$ cat src/rtl/snow64_lar_mem_bridge_pkg.sv
// Shared types and constants for the LAR file <-> memory bus bridge.
// Declarations only; no logic and no latency of their own.
// The bus structs group the beat-level request and response signals.
`ifndef SNOW64_LAR_MEM_BRIDGE_PKG_SV
`define SNOW64_LAR_MEM_BRIDGE_PKG_SV

// MSB position of the beat counter; a line is 4 beats, so the counter is [1:0].
`define MSB_POS__SNOW64_LAR_MEM_BRIDGE_BEAT 1

package PkgSnow64Cpu;
  localparam int WIDTH__CPU_ADDR = 64;
  typedef logic [WIDTH__CPU_ADDR-1:0] CpuAddr;
endpackage

package PkgSnow64LarFile;
  localparam int WIDTH__LAR_DATA      = 256;
  localparam int WIDTH__LAR_BASE_ADDR = 59;
  localparam int WIDTH__MEM_BUS_DATA  = 64;
  localparam int BEATS                = WIDTH__LAR_DATA / WIDTH__MEM_BUS_DATA;

  typedef logic [WIDTH__LAR_DATA-1:0]                 LarData;
  typedef logic [WIDTH__LAR_BASE_ADDR-1:0]            LarBaseAddr;
  typedef logic [WIDTH__MEM_BUS_DATA-1:0]             MemBusData;
  typedef logic [`MSB_POS__SNOW64_LAR_MEM_BRIDGE_BEAT:0] BeatIdx;

  typedef enum logic [1:0] {
    StIdle    = 2'd0,
    StWrBeats = 2'd1,
    StRdBeats = 2'd2,
    StDone    = 2'd3
  } BridgeState;

  // Bridge -> memory bus, one beat at a time.
  typedef struct packed {
    logic                 req;
    logic                 we;
    PkgSnow64Cpu::CpuAddr addr;
    MemBusData            wdata;
  } PartialPortOut_LarFile_MemBus;

  // Memory bus -> bridge.
  typedef struct packed {
    logic      ack;
    MemBusData rdata;
  } PartialPortIn_LarFile_MemBus;

  // Byte address of one beat: line address, beat index, then 8-byte offset.
  function automatic PkgSnow64Cpu::CpuAddr beat_addr(input LarBaseAddr base, input BeatIdx beat);
    return {base, beat, 3'b000};
  endfunction
endpackage

`endif

$ cat src/rtl/snow64_lar_mem_bridge.sv
// Moves one LAR line to/from memory as BEATS bus beats; write-back precedes refill.
// Latency: 6 cycles for a single fill or write-back, 10 for both, plus ack stalls.
// Backpressure: each beat is held on the bus until acked; requests are sampled only when idle.
module snow64_lar_mem_bridge
  import PkgSnow64LarFile::*;
#(
  parameter int LAR_DATA_WIDTH = WIDTH__LAR_DATA,
  parameter int BUS_DATA_WIDTH = WIDTH__MEM_BUS_DATA
) (
  input  logic                      clk,
  input  logic                      rst_n,
  input  logic                      in_mem_read_req,
  input  LarBaseAddr                in_mem_read_base_addr,
  input  logic                      in_mem_write_req,
  input  logic [LAR_DATA_WIDTH-1:0] in_mem_write_data,
  input  LarBaseAddr                in_mem_write_base_addr,
  output logic                      out_mem_read_valid,
  output logic [LAR_DATA_WIDTH-1:0] out_mem_read_data,
  output logic                      out_mem_write_valid,
  output logic                      out_bus_req,
  output logic                      out_bus_we,
  output PkgSnow64Cpu::CpuAddr      out_bus_addr,
  output logic [BUS_DATA_WIDTH-1:0] out_bus_wdata,
  input  logic                      in_bus_ack,
  input  logic [BUS_DATA_WIDTH-1:0] in_bus_rdata
);

  BridgeState state_q, state_d;
  BeatIdx     beat_q, beat_d;
  logic       have_wr_q, have_wr_d;
  logic       have_rd_q, have_rd_d;
  LarBaseAddr wr_base_q, wr_base_d;
  LarBaseAddr rd_base_q, rd_base_d;
  LarData     wr_line_q, wr_line_d;
  // rd_buf collects beats as they arrive; rd_out is the line shown to the LAR file
  // and only changes when a fill completes.
  LarData     rd_buf_q, rd_buf_d;
  LarData     rd_out_q, rd_out_d;
  logic       rd_vld_q, rd_vld_d;
  logic       wr_vld_q, wr_vld_d;
  LarBaseAddr beat_base;

  PartialPortOut_LarFile_MemBus bus_out_q, bus_out_d;
  PartialPortIn_LarFile_MemBus  bus_in;

  logic beat_ack;
  logic last_beat;

  assign bus_in.ack   = in_bus_ack;
  assign bus_in.rdata = in_bus_rdata;

  // An ack only counts while a beat is actually on the bus.
  assign beat_ack  = bus_out_q.req & bus_in.ack;
  assign last_beat = (beat_q == BeatIdx'(BEATS - 1));

  // State register.
  always_ff @(posedge clk or negedge rst_n) begin
    if (!rst_n) state_q <= StIdle;
    else        state_q <= state_d;
  end

  // Next state: write beats first so a dirty line leaves before its refill arrives.
  always_comb begin
    state_d = state_q;
    unique case (state_q)
      StIdle: begin
        if (in_mem_write_req)     state_d = StWrBeats;
        else if (in_mem_read_req) state_d = StRdBeats;
      end
      StWrBeats: begin
        if (beat_ack && last_beat) state_d = have_rd_q ? StRdBeats : StDone;
      end
      StRdBeats: begin
        if (beat_ack && last_beat) state_d = StDone;
      end
      default: state_d = StIdle;
    endcase
  end

  // Transaction context: capture in idle, advance the beat and gather read data on acks.
  always_comb begin
    beat_d    = beat_q;
    have_wr_d = have_wr_q;
    have_rd_d = have_rd_q;
    wr_base_d = wr_base_q;
    rd_base_d = rd_base_q;
    wr_line_d = wr_line_q;
    rd_buf_d  = rd_buf_q;
    if (state_q == StIdle) begin
      if (in_mem_write_req || in_mem_read_req) begin
        have_wr_d = in_mem_write_req;
        have_rd_d = in_mem_read_req;
        wr_base_d = in_mem_write_base_addr;
        rd_base_d = in_mem_read_base_addr;
        wr_line_d = in_mem_write_data;
        beat_d    = '0;
      end
    end else if (((state_q == StWrBeats) || (state_q == StRdBeats)) && beat_ack) begin
      // The counter wraps to 0 after the last write beat, ready for the read beats.
      beat_d = beat_q + BeatIdx'(1);
      if (state_q == StRdBeats) begin
        rd_buf_d[int'(beat_q)*WIDTH__MEM_BUS_DATA +: WIDTH__MEM_BUS_DATA] = bus_in.rdata;
      end
    end
  end

  // Output next values, derived from next state so every output leaves a flop.
  always_comb begin
    beat_base       = (state_d == StWrBeats) ? wr_base_d : rd_base_d;
    bus_out_d.req   = (state_d == StWrBeats) || (state_d == StRdBeats);
    bus_out_d.we    = (state_d == StWrBeats);
    bus_out_d.addr  = beat_addr(beat_base, beat_d);
    bus_out_d.wdata = wr_line_d[int'(beat_d)*WIDTH__MEM_BUS_DATA +: WIDTH__MEM_BUS_DATA];
    wr_vld_d        = (state_d == StDone) && have_wr_q;
    rd_vld_d        = (state_d == StDone) && have_rd_q;
    rd_out_d        = rd_vld_d ? rd_buf_d : rd_out_q;
  end

  // Context and output registers; reset drops any in-flight transaction.
  always_ff @(posedge clk or negedge rst_n) begin
    if (!rst_n) begin
      beat_q    <= '0;
      have_wr_q <= 1'b0;
      have_rd_q <= 1'b0;
      wr_base_q <= '0;
      rd_base_q <= '0;
      wr_line_q <= '0;
      rd_buf_q  <= '0;
      rd_out_q  <= '0;
      rd_vld_q  <= 1'b0;
      wr_vld_q  <= 1'b0;
      bus_out_q <= '0;
    end else begin
      beat_q    <= beat_d;
      have_wr_q <= have_wr_d;
      have_rd_q <= have_rd_d;
      wr_base_q <= wr_base_d;
      rd_base_q <= rd_base_d;
      wr_line_q <= wr_line_d;
      rd_buf_q  <= rd_buf_d;
      rd_out_q  <= rd_out_d;
      rd_vld_q  <= rd_vld_d;
      wr_vld_q  <= wr_vld_d;
      bus_out_q <= bus_out_d;
    end
  end

  assign out_mem_read_valid  = rd_vld_q;
  assign out_mem_write_valid = wr_vld_q;
  assign out_mem_read_data   = rd_out_q;
  assign out_bus_req         = bus_out_q.req;
  assign out_bus_we          = bus_out_q.we;
  assign out_bus_addr        = bus_out_q.addr;
  assign out_bus_wdata       = bus_out_q.wdata;

endmodule

$ cat config.mk
export PLATFORM = sky130hd
export DESIGN_NAME = snow64_lar_mem_bridge
export DESIGN_NICKNAME = d
export VERILOG_FILES = /design/src/rtl/snow64_lar_mem_bridge_pkg.sv /design/src/rtl/snow64_lar_mem_bridge.sv
export SDC_FILE = /design/constraint.sdc
export NUM_CORES = 1
export LEC_CHECK = 0
export CORE_AREA = 4 4 323 325
export DETAILED_ROUTE_END_ITERATION = 6
export DIE_AREA = 0 0 327 329
export DONT_BUFFER_PORTS = 1
export PLACE_DENSITY = 0.5
export SYNTH_ARGS = -nofsm -noshare
export SYNTH_HDL_FRONTEND = slang
export SYNTH_SLANG_ARGS = --single-unit
$ cat constraint.sdc
create_clock -name clk -period 8.7 [get_ports clk]
set_input_delay 1.74 -clock clk [delete_from_list [all_inputs] [get_ports clk]]
set_output_delay 1.74 -clock clk [all_outputs]
set_load 0.02 [all_outputs]
==> results.sh <==
export IMPL_cts_setup_buffers=0
export IMPL_fillCellCount=9667
export IMPL_die_w_microns=327
export IMPL_finalCriticalPeriod_ns=4.086
export IMPL_r2r_worst_path_cells=9
export IMPL_ys_warn_count=0
export IMPL_place_gp_congestion=0.7893
export IMPL_cp_required_ns=9.25
export IMPL_cts_buffers=109
export IMPL_cp_cell_sequence="ha_1 -> and3_1 -> a21boi_0 -> o22ai_1 -> a21oi_1 -> ha_1 -> and2_4 -> buf_12 -> mux2_2"
export IMPL_crit_path_top_delay_cell="dfrtp_1"
export IMPL_worst_slew_pin_slew_ns=1.360
export IMPL_start_util_pct=39.12
export IMPL_grt_overflow_total=0
export IMPL_dieArea_sq_um=107600
export IMPL_num_io_pins=831
export IMPL_grt_pass1_vias=25750
export IMPL_dp_cells=4718
export IMPL_synth_yosys_seq_area_share_pct=64.25
export IMPL_power_leakage_uw=0.02262
export IMPL_hold_depth=2
export IMPL_setup_tns_ns=0
export IMPL_grt_usage_pct=21.71
export IMPL_clkSlewWorstSetupHoldPaths_ns=0.06
export IMPL_critPathLaunchType="flop"
export IMPL_wirelength_microns=119700
export IMPL_skew_ns=0.01403
export IMPL_synth_ff_type="dfrtp_1"
export IMPL_postCtsHoldBufs=0
export IMPL_core_area_sq_um=101400
export IMPL_firstDrtPassIters=7
export IMPL_clk_latency_ns=0.68
export IMPL_crit_type="flop to flop"
export IMPL_yosysUniqueCellTypes=39
export IMPL_cp_common_cell="ha_1"
export IMPL_max_vdd_ir_drop_mv=0.8206
export IMPL_ctsRootBufferMaster="clkbuf_16"
export IMPL_drt_iter0_markers=1830
export IMPL_slowest_delay_ns=0.65
export IMPL_fin_nets=3921
export IMPL_max_freq_ghz=0.2448
export IMPL_io_buffers=0
export IMPL_yosys_top_cells_area="dfrtp_1, nand2_1, mux2i_1"
export IMPL_critPathMaxFanout=162
export IMPL_synth_top_area_share_pct=64.25
export IMPL_num_rows=117
export IMPL_worst_ep_arrival_time_ns=4.64
export IMPL_p_total_uw=17210
export IMPL_ant_nets=0
export IMPL_period_share_pct=46.96
export IMPL_clock_sinks=1019
export IMPL_cts_buffer_depth=3
export IMPL_area_growth_pct=12.46
export IMPL_synth_cell_area_sq_um=39690
export IMPL_slew_viol_final=0
export IMPL_htree_levels=3
export IMPL_hold_class="flop to flop"
export IMPL_maxCapViolations=0
export IMPL_layout_cells_non_filler=4941
export IMPL_layout_drive_gt1_share_pct=12.32
export IMPL_fin_hold_ws_ns=0.4594
export IMPL_dp_hpwl_microns=77580
export IMPL_timing_slew_headroom_pct=9.325
export IMPL_syn_inst=3544
export IMPL_rsz0062_at_grt="false"
export IMPL_fin_ws_ns=4.614
export IMPL_powerDensity_nw_per_um2=385.6
export IMPL_grt_pass1_wl_microns=176400
export IMPL_die_h_microns=329
export IMPL_synth_area_per_cell_sq_um=11.20
export IMPL_synth_seq_cells=1019
export IMPL_status="complete, no violations"
export IMPL_grt_max_degree=1020
export IMPL_antenna_found_initial=34
export IMPL_vias_per_cell=5.135
export IMPL_synth_edf_count=0
export IMPL_vias=25370
export IMPL_setup_viol=0
export IMPL_cp_end_kind="flop"
export IMPL_place_ws_ns=3.988
export IMPL_cts_tree="yes"
export IMPL_postCtsResizedCells=0
export IMPL_yosys_area_top_type="dfrtp_1"
export IMPL_wire_per_inst_microns=24.23
export IMPL_drcViolationCount=0
export IMPL_async_reset_ff_share_pct=100.0
export IMPL_finalHoldViolCount=0
## per-layer routing
| metal | vias up | share of wire [%] | GRT usage [%] |
|---|---|---|---|
| li1 | 11610 | - | - |
| met1 | 12860 | 39 | 26.33 |
| met2 | 713 | 48 | 34.97 |
| met3 | 160 | 11 | 10.06 |
| met4 | 32 | 1.9 | 6.070 |
| met5 | - | 0.19 | 0 |
## worst max-delay path, delay by kind of cell (launching register included)
family / cells / cell delay (ns)
and+or+nand+nor: 2 / 0.79
muxes: 1 / 0.42
adders and majority gates: 2 / 0.68
AOI/OAI and AO/OA: 3 / 0.62
DFF: 1 / 0.65
buffers and inverters: 1 / 0.54
## state kept, by name, summed over array words and instances (netlist names)
register             cells
out_mem_read_data      256
rd_buf_q               256
wr_line_q              256
out_bus_wdata           64
out_bus_addr            60
rd_base_q               59
wr_base_q               59
state_q                  2
beat_q                   1
have_rd_q                1
have_wr_q                1
out_bus_req              1
out_bus_we               1
out_mem_read_valid       1
out_mem_write_valid      1
## through the flow
stage | instance area (sq um) | utilization [%]
6_report | 44630 | 43.99
5_1_grt | 44620 | 43.98
4_1_cts | 44450 | 43.82
3_5_place_dp | 40790 | 40.21
3_3_place_gp | 40790 | 40.21
2_1_floorplan | 39690 | -
## cell type report
class	count	area, sq um	share of cell area [%]
inverters	9	36.28	0.08130
multi-input cells	2297	13300	29.81
well taps	1368	1712	3.835
flip-flops and latches	1019	25500	57.13
clock inverters	31	354.1	0.7934
diodes	17	42.54	0.09532
repair buffers	30	375.4	0.8410
clock buffers	170	3308	7.412
## cells in the final DEF, fill, tap and decap left out, types with 8 or more instances in the layout
| cell type | synthesis | layout |
|---|---|---|
| nand2_1 | 1383 | 1383 |
| dfrtp_1 | 1019 | 1019 |
| mux2i_1 | 192 | 192 |
| mux2_2 | 155 | 154 |
| nand3_1 | 131 | 128 |
| clkbuf_16 | 0 | 110 |
| nor2_1 | 108 | 107 |
| a31oi_1 | 106 | 106 |
| a22o_1 | 68 | 68 |
| a22o_4 | 60 | 60 |
| mux2_1 | 55 | 55 |
| clkbuf_8 | 0 | 33 |
| clkbuf_1 | 160 | 27 |
| buf_4 | 5 | 21 |
| diode_2 | 0 | 17 |
| clkinv_2 | 0 | 16 |
| ha_1 | 12 | 11 |
| inv_1 | 8 | 8 |
## kinds of logic after synthesis
group,Yosys count,synth area share (%)
AOI/OAI and AO/OA,245,5.996
adders and majority gates,12,0.3783
buffers and inverters,230,2.528
DFF,1019,64.25
muxes,402,10.80
other,1,0.009449
and+or+nand+nor,1635,16.03
## synth_stat cells (all sizes together) (3+ instances only)
master  instances
a31oi         106
and3            3
nor2          108
inv             9
nand2        1383
nand3         132
a22o          128
mux2          210
o21ai           4
buf            61
ha             12
clkbuf        160
dfrtp        1019
mux2i         192
## worst paths after layout
check	start	end	slack (ns)
max reg2reg	beat_q[0]	out_mem_read_data[222]	4.61
max	beat_q[0]	out_mem_read_data[222]	4.61
max in group asynchronous	rst_n	out_bus_addr[12]	4.84
min	rd_buf_q[194]	rd_buf_q[194]	0.46
min in group asynchronous	rst_n	out_mem_read_data[208]	0.75
min reg2reg	rd_buf_q[194]	rd_buf_q[194]	0.46
## report_power, final
| part | switching, uW | internal [uW] |
|---|---|---|
| sequential | 1850 | 6460 |
| clock | 1930 | 2780 |
| combinational | 2550 | 1640 |
Power figures use the tool's default switching activity.
